`config.mk`:
```
export PLATFORM = sky130hd
export DESIGN_NAME = writeback_buffer
export DESIGN_NICKNAME = d
export VERILOG_FILES = /design/src/rtl/writeback_buffer.sv
export SDC_FILE = /design/constraint.sdc
export NUM_CORES = 1
export LEC_CHECK = 0
export BUFFER_PORTS_ARGS = -buffer_cell sky130_fd_sc_hd__buf_2
export CAP_MARGIN = 20
export CORE_AREA = 4 4 117 119
export DETAILED_ROUTE_END_ITERATION = 6
export DIE_AREA = 0 0 121 123
export GPL_TIMING_DRIVEN = 0
export HOLD_SLACK_MARGIN = 0.1
export PLACE_DENSITY = 0.74
export SYNTH_ARGS = -nofsm -noshare
export SYNTH_HDL_FRONTEND = slang
export SYNTH_SLANG_ARGS = --single-unit
```
`constraint.sdc`:
```
create_clock -name clk -period 3.1 [get_ports clk]
set_input_delay 0.465 -clock clk [delete_from_list [all_inputs] [get_ports clk]]
set_output_delay 0.465 -clock clk [all_outputs]
set_load 0.1 [all_outputs]
```
`src/rtl/writeback_buffer.sv`:
```
// writeback_buffer: four-entry FIFO between execute and register-file write port.
// Results are pushed from execute, written back in arrival order, and pending
// values are forwarded to decode by register number (youngest match wins).
//
// Ports:
//   clk        clock, all state changes on its rising edge
//   rst        synchronous active-low reset
//   resValid   execute offers {resReg, resVal} this cycle
//   resReg     destination register of the offered result
//   resVal     value of the offered result
//   resReady   buffer has a free slot (count < 4)
//   destReg    register-file write address (head entry, 0 when empty)
//   destVal    register-file write data (head entry, 0 when empty)
//   storeNow   register-file write request (buffer not empty)
//   storeDone  register-file acknowledges the current write
//   qryReg     register number looked up by decode
//   qryHit     some pending entry targets qryReg
//   qryVal     value of the youngest pending entry for qryReg, else 0
//   count      number of pending entries, 0..4
module writeback_buffer (
    input  logic        clk,
    input  logic        rst,
    input  logic        resValid,
    input  logic [3:0]  resReg,
    input  logic [15:0] resVal,
    output logic        resReady,
    output logic [3:0]  destReg,
    output logic [15:0] destVal,
    output logic        storeNow,
    input  logic        storeDone,
    input  logic [3:0]  qryReg,
    output logic        qryHit,
    output logic [15:0] qryVal,
    output logic [2:0]  count
);

    localparam int unsigned DEPTH = 4;
    localparam int unsigned PTR_W = 2;
    localparam int unsigned CNT_W = 3;
    localparam int unsigned REG_W = 4;
    localparam int unsigned VAL_W = 16;

    typedef struct packed {
        logic [REG_W-1:0] rnum;
        logic [VAL_W-1:0] val;
    } entry_t;

    entry_t             mem [DEPTH];
    logic [PTR_W-1:0]   rd_ptr;
    logic [PTR_W-1:0]   wr_ptr;
    logic [CNT_W-1:0]   cnt;
    logic [PTR_W-1:0]   idx;
    logic               push;
    logic               pop;

    // Handshake decode; everything here depends on registered state only,
    // so there is no path from resValid or storeDone into resReady/storeNow.
    assign count    = cnt;
    assign resReady = (cnt < CNT_W'(DEPTH));
    assign storeNow = (cnt != '0);
    assign push     = resValid && resReady;
    assign pop      = storeNow && storeDone;
    assign destReg  = storeNow ? mem[rd_ptr].rnum : '0;
    assign destVal  = storeNow ? mem[rd_ptr].val  : '0;

    // Pointers and occupancy; reset overrides any handshake in the same cycle.
    always_ff @(posedge clk) begin
        if (!rst) begin
            rd_ptr <= '0;
            wr_ptr <= '0;
            cnt    <= '0;
        end else begin
            if (push) wr_ptr <= wr_ptr + PTR_W'(1);
            if (pop)  rd_ptr <= rd_ptr + PTR_W'(1);
            cnt <= cnt + CNT_W'(push) - CNT_W'(pop);
        end
    end

    // Payload storage needs no reset: it is only observed for slots below count.
    always_ff @(posedge clk) begin
        if (rst && push) begin
            mem[wr_ptr] <= '{rnum: resReg, val: resVal};
        end
    end

    // Forwarding: walk oldest to youngest so the last match seen is the youngest.
    always_comb begin
        qryHit = 1'b0;
        qryVal = '0;
        idx    = '0;
        for (int unsigned i = 0; i < DEPTH; i++) begin
            idx = rd_ptr + PTR_W'(i);
            if ((CNT_W'(i) < cnt) && (mem[idx].rnum == qryReg)) begin
                qryHit = 1'b1;
                qryVal = mem[idx].val;
            end
        end
    end

endmodule

```
==> impl_metrics.tcl <==
set metrics [dict create \
    status "complete, but fails checks" \
    violations "setup timing" \
    cts_buffer_depth 2 \
    antenna_left 0 \
    die_h_um 123 \
    fin_worst_skew_ns 0.00889 \
    max_cap_violations 0 \
    crit_path_end_kind "output port" \
    yosys_warnings 0 \
    syn-num-nets 459 \
    hold_viol 0 \
    io_pins 70 \
    cts.htree.levels 3 \
    gp_congestion 0.851 \
    ctsRootBufferMaster "clkbuf_16" \
    worstMarginPinSlew_ns 0.874 \
    drive_gt1_share_pct 52.8 \
    synth_top_area_share_pct 43.3 \
    num_vias 4313 \
    n_antenna_cell 0 \
    syn_area_per_cell_sq_um 13.1 \
    slowest_stage "mux4_1" \
    cp_max_fo 10 \
    syn2layout_area_growth_pct 39.1 \
    grt_usage_pct 21.7 \
    cpMostUsedCell "buf_12" \
    synth_commonest_cells "edfxtp_1, nand2_1, mux4_2" \
    path_cells "mux4_1, xnor2_1, o2111ai_4, a211oi_4, buf_12, buf_12, nand2_2, a31oi_4, buf_12" \
    yosys.area.top_type "edfxtp_1" \
    p_total_mw 7.20 \
    max_stage_delay_ns 0.57 \
    synthAdderAreaFrac_pct 2.17 \
    nFillCells 868 \
    first_global_vias 4459 \
    core_sq_mm 0.0126 \
    cts.clk_slew.worst_paths_ns 0.06 \
    finalCritPeriodShare_pct 108 \
    p_leak_nw 2.60 \
    fin_ws_ns -0.246 \
    start_util_pct 44.1 \
    arrival_ns 2.88 \
    slew_headroom_pct 41.7 \
    dp_hpwl_um 10500 \
    synth_compound_area_share_pct 7.92 \
    grt_max_degree 16 \
    rsz0062_at_grt "yes" \
    setup_viol 17 \
    die_area_sq_mm 0.0149 \
    ys_seq_elements 89 \
    fin_crit_ns 3.35 \
    post-route-util_pct 61.4 \
    synth_cells 422 \
    post-place-ws_ns -0.273 \
    numCtsBuffers 9 \
    cp_data_required_time_ns 2.63 \
    synthMuxAreaShare_pct 26.4 \
    clk_latency_ns 0.35 \
    drt_wl_total_um 15800 \
    synthArstFlopShare_pct 0 \
    remaining_drc_errors 0 \
    drtPass1Iterations 5 \
    drtIter0Drc 423 \
    synth_edf_count 80 \
    synth-main-ff-cell "edfxtp_1" \
    grt_pass1_wl_um 24300 \
    hold_class "in2reg" \
    synth_xor_area_share_pct 3.14 \
    clock.fmax_mhz 299 \
    ir_worst_vdd_mv 0.460 \
    cts.sink_count 89 \
    synth_most_common_cell "edfxtp_1" \
    die-width_um 121 \
    crit_family "compound AO/OA/AOI/OAI gates" \
    nNetsFinal 568 \
    path_class "reg2out" \
    cp.buffers_inverters 3 \
    ys_seq_area_share_pct 46.6 \
    slew_violations 0 \
    synth-simple-area-share_pct 9.70 \
    globalRoute.totalOverflow 0 \
    multi_input_area_sq_mm 0.00335 \
    power_density_mw_per_mm2 933 \
    ys_types 35 \
    vias_per_cell 6.09 \
    port_buffers 69 \
    startpoint_type "register" \
    rows 41 \
    wl_per_cell_um 22.3 \
    synth_top_family_by_area "multiplexers" \
    grt_antenna_before_repair 0 \
    register_area_sq_mm 0.00259 \
    synth_top_cells_by_area "edfxtp_1, mux4_2, nand2_1" \
    cts_tree "built" \
    syn-cell-area_sq_mm 0.00555 \
]
## power breakdown
group          switching, mW  leakage [nW]  internal, mW  total, mW
sequential            0.0783         0.801          1.41       1.49
clock                  0.456         0.157         0.707       1.16
combinational           3.05          1.64          1.50       4.55
## layout by cell type, fill, tap and decap left out, types with 4 or more instances in the layout
| master | synthesis | routed |
|---|---|---|
| mux4_1 | 7 | 7 |
| buf_4 | 1 | 16 |
| dfxtp_1 | 9 | 5 |
| nor2b_2 | 0 | 18 |
| clkbuf_16 | 0 | 9 |
| a21oi_1 | 17 | 17 |
| buf_2 | 7 | 58 |
| buf_12 | 0 | 23 |
| and3_1 | 4 | 4 |
| xor2_1 | 8 | 5 |
| o21ai_0 | 16 | 16 |
| mux2_2 | 17 | 17 |
| nor2b_1 | 24 | 6 |
| nand2_2 | 0 | 22 |
| inv_1 | 10 | 9 |
| mux4_2 | 40 | 40 |
| buf_1 | 5 | 4 |
| o22ai_4 | 0 | 12 |
| buf_8 | 0 | 7 |
| edfxtp_1 | 80 | 80 |
| buf_6 | 8 | 7 |
| and2_1 | 6 | 5 |
| a31oi_4 | 0 | 16 |
| ha_1 | 8 | 6 |
| nand2_1 | 51 | 28 |
| mux2i_1 | 19 | 19 |
| xnor2_1 | 10 | 9 |
| clkbuf_1 | 10 | 9 |
| nor2_2 | 0 | 4 |
| nor2_1 | 22 | 18 |
## flip-flops by register name, summed over array words and instances (netlist names), named ones only
signal and cells:
mem 80, wr_ptr 2, rd_ptr 2, count 3
## worst reg2reg max path, stage by stage, from the launching register on
cell and delay (ns):
dfxtp_1 0.38, nor3_1 0.50, nor2b_1 0.18, ha_1 0.32
inv_1 0.04, ha_1 0.19, fa_1 0.38, xnor2_1 0.13
and2_1 0.14
## worst paths after layout
check / start / to / slack [ns] / depth (start not counted)
setup / recovery: mem[1][17] / qryVal[13] / -0.25 / 9
hold / removal: resVal[9] / mem[1][9] / 0.32 / 1
setup reg to reg: count[0] / count[2] / 0.73 / 8
hold reg to reg: wr_ptr[1] / wr_ptr[1] / 0.69 / 4
## kinds of logic after synthesis
| family | Yosys count |
|---|---|
| buffers and inverters | 41 |
| flip-flops | 89 |
| XOR/XNOR | 19 |
| AO/OA/AOI/OAI | 69 |
| adder cells (fa/ha/maj) | 9 |
| AND/OR/NAND/NOR | 112 |
| multiplexers | 83 |
## area by class of cell
| class | instances | share of cell area [%] |
|---|---|---|
| multi-input combinational | 292 | 43.4 |
| tap | 172 | 2.79 |
| buffer | 30 | 2.89 |
| inverter | 10 | 0.535 |
| sequential | 89 | 33.6 |
| timing repair buffer | 99 | 12.7 |
| clock buffer | 9 | 2.92 |
| clock inverter | 7 | 1.20 |
## through the flow
stage	area (sq um)	setup TNS, ns	cells	hold slack, ns
floorplan	5860	-4.75	422	0.564
global placement	6420	-3.10	663	0.640
detailed placement	6480	-3.59	667	0.677
CTS	7680	-3.02	707	0.329
global route	7710	-4.80	708	0.327
finish	7710	-3.32	708	0.324
## metal layers
metal / vias to the layer above / track usage [%] / routed length [um]
met5: - / 0 / 0
met4: 0 / 9.49 / 618
met3: 64 / 3.75 / 1070
met2: 252 / 38.8 / 8180
met1: 2158 / 25.7 / 5920
li1: 1839 / - / -
## what timing repair did
action                     in CTS  in global routing
setup endpoints to repair      17                 20
cloned                          3                  0
setup buffers                  21                  2
hold buffers                    0                  0
gates resized for setup       150                  5
pin swaps                      25                  7
Note: power is estimated with default switching activity, not from simulation.
